$ cat config.mk
export PLATFORM = sky130hd
export DESIGN_NAME = fetch_seq_ctrl
export DESIGN_NICKNAME = d
export VERILOG_FILES = /design/src/rtl/fetch_ctrl_pkg.sv /design/src/rtl/sat_counter.sv /design/src/rtl/fetch_seq_ctrl.sv
export SDC_FILE = /design/constraint.sdc
export NUM_CORES = 1
export LEC_CHECK = 0
export ABC_AREA = 1
export BUFFER_PORTS_ARGS = -buffer_cell sky130_fd_sc_hd__buf_2
export CAP_MARGIN = 15
export CORE_AREA = 5 5 77 79
export DETAILED_ROUTE_END_ITERATION = 10
export DIE_AREA = 0 0 82 84
export HOLD_SLACK_MARGIN = 0.15
export PLACE_DENSITY_LB_ADDON = 0.05
export SLEW_MARGIN = 20
export SYNTH_ARGS = -nofsm -noshare
export SYNTH_HDL_FRONTEND = slang
export SYNTH_HIERARCHICAL = 1
export SYNTH_SLANG_ARGS = --single-unit
$ cat constraint.sdc
create_clock -name clock -period 2.3 [get_ports clock]
set_clock_uncertainty 0.2 [all_clocks]
set_input_delay 0.345 -clock clock [delete_from_list [all_inputs] [get_ports clock]]
set_output_delay 0.345 -clock clock [all_outputs]
set_load 0.02 [all_outputs]
$ cat src/rtl/fetch_ctrl_pkg.sv
// Shared definitions for the BURAQ front-end sequencing controller and the fetch stage.
package fetch_ctrl_pkg;

    typedef enum logic [2:0] {
        ST_BOOT,
        ST_RUN,
        ST_IMEM_WAIT,
        ST_HALT_DRAIN,
        ST_HALTED
    } fetch_state_t;

    localparam logic [1:0] PCSEL_PC4  = 2'b00;
    localparam logic [1:0] PCSEL_BR   = 2'b01;
    localparam logic [1:0] PCSEL_JAL  = 2'b10;
    localparam logic [1:0] PCSEL_JALR = 2'b11;

    // Target select for a redirecting EX instruction; JAL beats JALR beats branch.
    function automatic logic [1:0] redirect_sel(input logic is_jal, input logic is_jalr);
        if (is_jal) begin
            return PCSEL_JAL;
        end else if (is_jalr) begin
            return PCSEL_JALR;
        end
        return PCSEL_BR;
    endfunction

endpackage

$ cat src/rtl/sat_counter.sv
// Up-counter that sticks at all-ones instead of wrapping.
module sat_counter #(
    parameter int unsigned WIDTH = 16
) (
    input  logic             clock,
    input  logic             reset,
    input  logic             inc_i,
    output logic [WIDTH-1:0] count_o
);

    logic [WIDTH-1:0] count_q;
    logic [WIDTH-1:0] count_d;

    always_comb begin
        count_d = count_q;
        if (inc_i && (count_q != '1)) begin
            count_d = count_q + WIDTH'(1);
        end
    end

    always_ff @(posedge clock) begin
        if (reset) begin
            count_q <= '0;
        end else begin
            count_q <= count_d;
        end
    end

    assign count_o = count_q;

endmodule

$ cat src/rtl/fetch_seq_ctrl.sv
// Per-cycle fetch sequencing: resolves redirects, load-use stalls, imem wait states
// and debug halt/resume into next-PC select, flush and hold controls.
module fetch_seq_ctrl
    import fetch_ctrl_pkg::*;
#(
    parameter int unsigned DRAIN_CYCLES = 4,
    parameter int unsigned CNT_WIDTH    = 16
) (
    input  logic                 clock,
    input  logic                 reset,
    input  logic                 ex_valid,
    input  logic                 ex_is_branch,
    input  logic                 ex_is_jal,
    input  logic                 ex_is_jalr,
    input  logic                 ex_branch_taken,
    input  logic                 load_use_hazard,
    input  logic                 imem_ready,
    input  logic                 halt_req,
    input  logic                 resume_req,
    output logic [1:0]           next_pc_sel,
    output logic                 branch_taken,
    output logic                 flush_if,
    output logic                 flush_id,
    output logic                 pc_hold,
    output logic                 ifid_hold,
    output logic                 halted,
    output logic [CNT_WIDTH-1:0] redirect_count
);

    localparam int unsigned DRAIN_W = (DRAIN_CYCLES > 1) ? $clog2(DRAIN_CYCLES) : 1;
    localparam logic [DRAIN_W-1:0] DRAIN_LAST = DRAIN_W'(DRAIN_CYCLES - 1);

    fetch_state_t       state_q;
    fetch_state_t       state_d;
    logic [DRAIN_W-1:0] drain_q;
    logic [DRAIN_W-1:0] drain_d;
    logic               halted_q;

    logic       redirect;
    logic       redir_is_br;
    logic       not_taken_br;
    logic [1:0] redir_sel;
    logic       count_inc;

    assign redirect     = ex_valid & (ex_is_jal | ex_is_jalr | (ex_is_branch & ex_branch_taken));
    assign redir_sel    = redirect_sel(ex_is_jal, ex_is_jalr);
    assign redir_is_br  = ~ex_is_jal & ~ex_is_jalr;
    assign not_taken_br = ex_valid & ex_is_branch & ~redirect;

    always_comb begin
        state_d      = state_q;
        drain_d      = drain_q;
        count_inc    = 1'b0;
        next_pc_sel  = PCSEL_PC4;
        branch_taken = 1'b0;
        flush_if     = 1'b0;
        flush_id     = 1'b0;
        pc_hold      = 1'b0;
        ifid_hold    = 1'b0;

        if (reset) begin
            state_d  = ST_BOOT;
            drain_d  = '0;
            flush_if = 1'b1;
            flush_id = 1'b1;
            pc_hold  = 1'b1;
        end else begin
            unique case (state_q)
                ST_BOOT: begin
                    pc_hold  = 1'b1;
                    flush_if = 1'b1;
                    state_d  = ST_RUN;
                end

                // IMEM_WAIT with the word returned behaves exactly like RUN.
                ST_RUN, ST_IMEM_WAIT: begin
                    if (redirect) begin
                        next_pc_sel  = redir_sel;
                        branch_taken = redir_is_br;
                        flush_if     = 1'b1;
                        flush_id     = 1'b1;
                        count_inc    = 1'b1;
                    end else begin
                        if (not_taken_br) begin
                            next_pc_sel = PCSEL_BR;
                        end
                        if ((state_q == ST_IMEM_WAIT) && !imem_ready) begin
                            pc_hold  = 1'b1;
                            flush_if = 1'b1;
                        end else if (load_use_hazard) begin
                            pc_hold   = 1'b1;
                            ifid_hold = 1'b1;
                            flush_id  = 1'b1;
                            state_d   = ST_RUN;
                        end else if (!imem_ready) begin
                            pc_hold  = 1'b1;
                            flush_if = 1'b1;
                            state_d  = ST_IMEM_WAIT;
                        end else begin
                            state_d = ST_RUN;
                        end
                        if (halt_req) begin
                            state_d = ST_HALT_DRAIN;
                            drain_d = '0;
                        end
                    end
                end

                // In-flight redirects still load the PC, but fetch stays squashed.
                ST_HALT_DRAIN: begin
                    pc_hold  = 1'b1;
                    flush_if = 1'b1;
                    if (redirect) begin
                        next_pc_sel  = redir_sel;
                        branch_taken = redir_is_br;
                        flush_id     = 1'b1;
                        pc_hold      = 1'b0;
                        count_inc    = 1'b1;
                    end
                    if (drain_q == DRAIN_LAST) begin
                        state_d = ST_HALTED;
                        drain_d = '0;
                    end else begin
                        drain_d = drain_q + DRAIN_W'(1);
                    end
                end

                ST_HALTED: begin
                    pc_hold  = 1'b1;
                    flush_if = 1'b1;
                    if (resume_req) begin
                        state_d = ST_RUN;
                    end
                end

                default: begin
                    state_d = ST_BOOT;
                end
            endcase
        end
    end

    always_ff @(posedge clock) begin
        if (reset) begin
            state_q  <= ST_BOOT;
            drain_q  <= '0;
            halted_q <= 1'b0;
        end else begin
            state_q  <= state_d;
            drain_q  <= drain_d;
            halted_q <= (state_d == ST_HALTED);
        end
    end

    assign halted = halted_q;

    sat_counter #(
        .WIDTH(CNT_WIDTH)
    ) u_redirect_cnt (
        .clock  (clock),
        .reset  (reset),
        .inc_i  (count_inc),
        .count_o(redirect_count)
    );

endmodule

==> results of run 1 <==
registers in the layout, indices dropped and copies added (netlist names):
name,count
u_redirect_cnt/count_o,16
state_q,3
drain_q,2
halted,1
cell usage after synthesis:
library cell  number  area (µm²)
dfxtp_1           22         440
ha_1               2        25.0
nand3_1           21         105
clkinv_1           1        3.75
or2_2              1        6.26
nor2_4             3        33.8
clkbuf_1           1        3.75
nor2_8             1        20.0
inv_2              3        11.3
nand4_1            3        18.8
nand2_2            4        25.0
o21ai_0            2        10.0
nor2_1            48         180
nor2_2             9        56.3
nand2_4            4        45.0
buf_2              1        5.00
o211ai_1           2        15.0
nand4_2            1        12.5
inv_1             25        93.8
or2_0              1        6.26
or2_1              1        6.26
nor3_1             2        10.0
a21oi_1           16        80.1
nand3_2            1        10.0
nand2_1           70         263
what timing repair did:
| action | in CTS | in global routing |
|---|---|---|
| hold buffers | 0 | 0 |
| endpoints found under the setup margin | 0 | 1 |
| gates resized for setup | 0 | 2 |
tightest hold or removal path, cell delays in order:
cell and delay, ns:
buf_2 0.10, buf_4 0.16, a21oi_1 0.05
layout make-up:
cell class	instances	area, µm²	share of cell area [%]
inverters	29	109	5.96
well taps	72	90.1	4.93
flip-flops and latches	22	443	24.2
clock buffers	3	41.3	2.26
multi-input cells	192	928	50.8
repair buffers	36	185	10.1
clock inverters	1	30.0	1.64
kinds of logic (layout without fill, tap and decap cells):
family          Yosys count  after routing  share of synthesized area [%]
compound gates           20             20                           7.07
fa+ha+maj                 2              2                           1.68
buf+inv                  31             69                           7.91
flops                    22             22                           29.6
simple gates            170            170                           53.7
routing by layer:
metal | track usage [%] | part of all wire [%]
met2 | 21.5 | 51
met5 | 0 | 0
met3 | 2.27 | 4.5
met4 | 4.38 | 1.5
met1 | 15.2 | 43
report_power, final:
| part | switching, mW | internal [mW] |
|---|---|---|
| sequential | 0.0140 | 0.396 |
| combinational | 0.127 | 0.0689 |
| clock | 0.139 | 0.233 |
| total | 0.280 | 0.697 |
worst max-delay path by stage:
stage	from	slack, ns	cells past startpoint	endpoint
final	state_q[1]$_SDFF_PP0_	0.32	7	pc_hold
after global routing	state_q[0]$_SDFF_PP0_	0.04	14	u_redirect_cnt/count_o[15]$_SDFFE_PP0P_
after CTS	state_q[0]$_SDFF_PP0_	0.24	14	u_redirect_cnt/count_o[15]$_SDFFE_PP0P_
after detailed placement	state_q[0]$_SDFF_PP0_	0.25	14	u_redirect_cnt/count_o[15]$_SDFFE_PP0P_
after global placement	state_q[0]$_SDFF_PP0_	0.27	14	u_redirect_cnt/count_o[15]$_SDFFE_PP0P_
after floorplan	state_q[0]$_SDFF_PP0_	0.39	12	u_redirect_cnt/count_o[10]$_SDFFE_PP0P_
==> Flow_metrics.wiki, run 1 <==
{| class="wikitable"
! Metric !! Value
|-
| Number of register bits inferred by synthesis || 22
|-
| Outcome || finished, final reports clean
|-
| Area of the die || 0.00689 mm²
|-
| Number of filler instances in the final layout || 632
|-
| H-tree depth reported by CTS || 1
|-
| Final worst hold slack || 0.227 ns
|-
| Max-cap check violation count || 0
|-
| Slew @ Worst Pin || roughly 0.48 ns
|-
| Tcrit/Tclk final || 85.9%
|-
| Most common cell after layout, fill and taps aside || nand2_1
|-
| Worst path required time || 1.75 ns
|-
| Maximum clock frequency || 0.506 GHz
|-
| Unrepaired setup endpoints after global routing || no
|-
| Clock tree from TritonCTS || built
|-
| Clock Pin Slew Worst Setup and Hold Paths || 0.09 ns
|-
| Drc violations || 0
|-
| Worst Setup Start Kind || register
|-
| Non-filler instance count after layout || between 300 and 400
|-
| Routed vias || 1572
|-
| Commonest cells after routing, fill and taps aside || nand2_1 (70), nor2_1 (48), buf_2 (34)
|-
| Hold Path Stages || 3
|-
| Sum of internal, switching and leakage power || 0.977 mW
|-
| Crit path max-delay family || buffers and inverters
|-
| Netlist Area Pre-Place || approximately 0.0015 mm²
|-
| Diode count || 0
|-
| Clock Sinks || 22
|-
| Type of destination of the critical path || primary output
|-
| Average size of a mapped cell || around 6 µm²
|-
| Startpoint of the lowest-slack hold path || reset
|-
| Syn-to-layout area delta || 22.9%
|-
| IO Count || 35
|-
| Core Box Area || roughly 0.0053 mm²
|-
| Vias in the first global route || 1559
|-
| Number of hold violations in the final report || 0
|-
| Average via count per standard cell || roughly 4.4
|-
| Synth cell types || 25
|-
| Post-CTS Repair Setup Buffers || 0
|-
| Hold-critical path endpoint || state_q[0]$_SDFF_PP0_
|-
| Antenna-violating nets left || 0
|-
| Worst vdd ir || approximately 0.00021 V
|-
| Yosys synthesis warning count || 6
|-
| Crit path DAT || 1.43 ns
|-
| Tmin final || 1.98 ns
|-
| Worst R2R End || u_redirect_cnt/count_o[13]$_SDFFE_PP0P_
|-
| Clock latency of the later-clocked register in the worst-skew pair || about 0.27 ns
|-
| Fraction of final layout cells with drive strength greater than 1 || 24.4%
|-
| Worst slack at placement || 0.255 ns
|-
| Worst path buffer plus inverter count || 3
|-
| Global-route wire length before repair || 6.85 mm
|-
| Mapped Cells || 245
|-
| Placer congestion estimate || 0.828
|-
| Initial Util || between 20% and 30%
|-
| Worst min-delay path class || input port to register
|-
| Number of antenna violations at the first check in global routing || 0
|-
| Pin count of the biggest net entering global routing || 15
|-
| CP max-delay cell || dfxtp_2
|-
| Worst-case headroom to the max-slew limit || 67.9%
|-
| Critical-path maximum fanout || 5
|-
| Root Driver || clkbuf_8
|-
| Number of buffers inserted during clock tree synthesis || 3
|-
| Setup slack of the most critical reg-to-reg path || 0.33 ns
|-
| CP max stage delay || roughly 0.34 ns
|-
| Violation count after the first detailed-routing iteration || 64
|-
| FF-to-FF Start || state_q[0]$_SDFF_PP0_
|-
| Number of optimization iterations in the first detailed-route pass || 4
|-
| Depth of the worst register-to-register path || 14
|-
| Post-DP HPWL || about 3.2 mm
|-
| Placed instance count || 351
|-
| Number of rows created at floorplan || 27
|-
| Horizontal die dimension || 82 µm
|-
| Share of synthesized area occupied by flip-flops and latches || 29.6%
|-
| GRT Util Overall || between 10 and 15%
|-
| Number of input and output port buffers inserted || 34
|-
| Grt total ovfl || 0
|-
| Non-Filler Cell Area, Final || 0.00183 mm²
|-
| Syn_nets || between 200 and 300
|-
| Post-layout worst setup margin || 0.324 ns
|-
| Final count of pins violating max slew || 0
|-
| Routed wire length per instance || 11.1 µm
|-
| Total power divided by cell area || 535 mW/mm²
|-
| Crit Path Class || register to primary output
|-
| Cell chain of the critical path || inv_2, nor2_2, nand2_2, clkinv_1, a21oi_1, o211ai_1, buf_2
|-
| Leakage power || slightly below 0.9 nW
|-
| DP Area || between 0.0015 and 0.002 mm²
|-
| Final routed wirelength across all metal layers || 3.96 mm
|-
| Die Span Y || 84 µm
|-
| Utilization after layout || 34.7%
|-
| Nets || 297
|-
| Setup violations, final || 0
|-
| Longest Clk Path Bufs || 2
|-
| TNS Setup || 0 ns
|}
Power figures use the tool's default switching activity.
==> run 2: changes to the inputs <==
--- a/config.mk
+++ b/config.mk
@@ -8,9 +8,9 @@
 export ABC_AREA = 1
 export BUFFER_PORTS_ARGS = -buffer_cell sky130_fd_sc_hd__buf_2
 export CAP_MARGIN = 15
-export CORE_AREA = 5 5 77 79
+export CORE_AREA = 5 5 67 69
 export DETAILED_ROUTE_END_ITERATION = 10
-export DIE_AREA = 0 0 82 84
+export DIE_AREA = 0 0 72 74
 export HOLD_SLACK_MARGIN = 0.15
 export PLACE_DENSITY_LB_ADDON = 0.05
 export SLEW_MARGIN = 20
==> run 2 against run 1 <==
Effect of this change:
- wire length shrank 8.9%
- clock power shrank 1%
- first-iteration DRC count grew 14%
- die area shrank 23%
- power shrank 0.91%
- count of clock-buffer cells in the layout is the same
- worst setup slack lost 0.037 ns
- core utilization grew 12 points
- critical path depth grew 7
- via count shrank 2.7%
- non-clock buffer count shrank 1
- largest cell class unchanged
- largest power group unchanged
==> Flow_metrics.wiki, run 2 (same netlist as run 1, synthesis figures left out) <==
{| class="wikitable"
! Metric !! Value
|-
| Met2 Usage GRT || 27.0% (+5.5 points)
|-
| IO Count || 35 (unchanged)
|-
| Placer congestion estimate || 0.850 (+2.6%)
|-
| Area of the die || 0.00533 mm² (-23%)
|-
| Met3 Usage GRT || 1.89% (-0.38 points)
|-
| Global-route wire length before repair || 6.21 mm (-9.4%)
|-
| Pin count of the biggest net entering global routing || 15 (unchanged)
|-
| Setup violations, final || 0 (unchanged)
|-
| Depth of the worst register-to-register path || 14 (unchanged)
|-
| Most common cell after layout, fill and taps aside || nand2_1
|-
| Crit Path Class || register to register
|-
| Outcome || finished, final reports clean
|-
| Fraction of final layout cells with drive strength greater than 1 || 24.1% (-0.27 points)
|-
| Worst-case headroom to the max-slew limit || 68.5% (+0.61 points)
|-
| Tmin final || 2.01 ns (+0.0368 ns)
|-
| Unrepaired setup endpoints after global routing || no
|-
| CP max-delay cell || dfxtp_2
|-
| Worst min-delay path class || input port to register
|-
| Commonest cells after routing, fill and taps aside || nand2_1 (70), nor2_1 (48), buf_2 (34)
|-
| Number of hold buffers added after cts || 0 (unchanged)
|-
| Max-cap check violation count || 0 (unchanged)
|-
| Number of input and output port buffers inserted || 34 (unchanged)
|-
| Clock Sinks || 22 (unchanged)
|-
| H-tree depth reported by CTS || 1 (unchanged)
|-
| Met1 global-route usage || 17.1% (+1.9 points)
|-
| Total power divided by cell area || 541 mW/mm² (+1.0%)
|-
| Maximum clock frequency || 0.497 GHz (-1.8%)
|-
| Drc violations || 0 (unchanged)
|-
| Crit path DAT || 1.97 ns (+0.54 ns)
|-
| Die Span Y || 74 µm (-12%)
|-
| Clock latency of the later-clocked register in the worst-skew pair || 0.27 ns (about the same)
|-
| Syn-to-layout area delta || 20.5%
|-
| Horizontal die dimension || 72 µm (-12%)
|-
| Number of hold violations in the final report || 0 (unchanged)
|-
| Number of antenna violations at the first check in global routing || 0 (unchanged)
|-
| Routed wire length per instance || 10.9 µm (-2.6%)
|-
| Worst vdd ir || 0.000244 V (+16%)
|-
| Number of buffers inserted during clock tree synthesis || 3 (unchanged)
|-
| Type of destination of the critical path || register
|-
| Worst path buffer plus inverter count || 3 (unchanged)
|-
| Non-Filler Cell Area, Final || 0.00179 mm² (-1.9%)
|-
| Root Driver || clkbuf_8
|-
| Cell chain of the critical path || nor2_1, inv_1, nand2_1, nor2_1, inv_1, nor2_1, buf_4, nand3_1, nor2_1, nand2_1, nor2_1, nand3_1, nand2_1, nor2_1
|-
| Number of rows created at floorplan || 23 (-15%)
|-
| Hold Path Stages || 2 (-1)
|-
| Post-DP HPWL || 2.86 mm (-9.7%)
|-
| Clock tree from TritonCTS || built
|-
| Critical-path maximum fanout || 11 (+6)
|-
| Library cell appearing most often on the critical path || nor2_1
|-
| Worst path required time || 2.26 ns (+0.51 ns)
|-
| Max reg flops || 16 (unchanged)
|-
| Number of optimization iterations in the first detailed-route pass || 4 (unchanged)
|-
| Antenna-violating nets left || 0 (unchanged)
|-
| Longest Clk Path Bufs || 2 (unchanged)
|-
| Crit path max-delay family || simple AND/OR/NAND/NOR gates
|-
| GRT Util Overall || 14.6% (+2.1 points)
|-
| Routed vias || 1530 (-2.7%)
|-
| TNS Setup || 0 ns (unchanged)
|-
| Busiest layer in global routing || met2
|-
| CP max stage delay || 0.37 ns (+0.03 ns)
|-
| Slew @ Worst Pin || 0.472 ns (-0.00916 ns)
|-
| Final routed wirelength across all metal layers || 3.60 mm (-8.9%)
|-
| Initial Util || 38.5% (+10 points)
|-
| Average via count per standard cell || 4.61 (+4.1%)
|-
| Worst Setup Start Kind || register
|-
| Grt total ovfl || 0 (unchanged)
|-
| Tcrit/Tclk final || 87.5% (+1.6 points)
|-
| DP Area || 0.00172 mm² (-2.0%)
|-
| Vias in the first global route || 1458 (-6.5%)
|-
| Clock Pin Slew Worst Setup and Hold Paths || 0.09 ns (about the same)
|-
| Leakage power || 0.865 nW (-0.55%)
|-
| Core Box Area || 0.00386 mm² (-27%)
|-
| Diode count || 0 (unchanged)
|-
| Final count of pins violating max slew || 0 (unchanged)
|-
| Nets || 296 (-0.34%)
|-
| Logic depth of the worst path, buffers included || 14 (+7)
|-
| Violation count after the first detailed-routing iteration || 73 (+14%)
|}
run 2: changes by cell type in the layout (fill, tap and decap cells not counted), sizes merged:
cell,before,now
buf,36,35
run 2: worst reg2reg max path, delay by kind of cell, from the launching register on:
| kind | cells | cell delay [ns] |
|---|---|---|
| buffers and inverters | 3 | 0.37 |
| flip-flops | 1 | 0.37 |
| AND/OR/NAND/NOR | 11 | 0.98 |
run 2: power breakdown:
group          internal [mW]  total, mW  switching (mW)
combinational         0.0678      0.193           0.125
sequential             0.396      0.409          0.0138
clock                  0.233      0.366           0.134
run 2: area by class of cell:
type                            count  area (µm²)
Clock buffer                        3        41.3
Sequential cell                    22         443
Clock inverter                      1        30.0
Tap cell                           50        62.6
Multi-Input combinational cell    192         928
Timing Repair Buffer               35         178
Fill cell                         432        2060
Inverter                           29         109
run 2: metrics by stage:
stage / power, mW / cells / hold slack, ns / util, % / worst slack [ns]
floorplan: 0.558 / 245 / 0.214 / - / 0.386
CTS: 0.978 / 332 / 0.171 / 46.4 / 0.223
finish: 0.968 / 332 / 0.176 / 46.5 / 0.287
detailed placement: 0.611 / 328 / 0.285 / 44.5 / 0.244
global route: 1.03 / 332 / 0.184 / 46.5 / 0.00399
global placement: 0.615 / 328 / 0.287 / 44.5 / 0.284
run 2: repair_timing:
| action | in CTS | in global routing |
|---|---|---|
| setup buffers | 0 | 0 |
| gates resized for setup | 0 | 2 |
| endpoints found under the setup margin | 0 | 1 |
run 2: worst paths after layout:
kind	startpoint	end	slack [ns]
worst max register to register	state_q[0]$_SDFF_PP0_	u_redirect_cnt/count_o[15]$_SDFFE_PP0P_	0.29
worst min-delay path	reset	state_q[1]$_SDFF_PP0_	0.18
worst max-delay path	state_q[0]$_SDFF_PP0_	u_redirect_cnt/count_o[15]$_SDFFE_PP0P_	0.29
worst min register to register	drain_q[1]$_SDFFE_PP0P_	drain_q[1]$_SDFFE_PP0P_	0.30
run 2: per-layer routing:
layer  wire length (µm)  vias to the layer above
met5                  0                        -
met4                 36                        0
met3                129                        2
met2               1780                       28
met1               1660                      656
li1                   -                      844
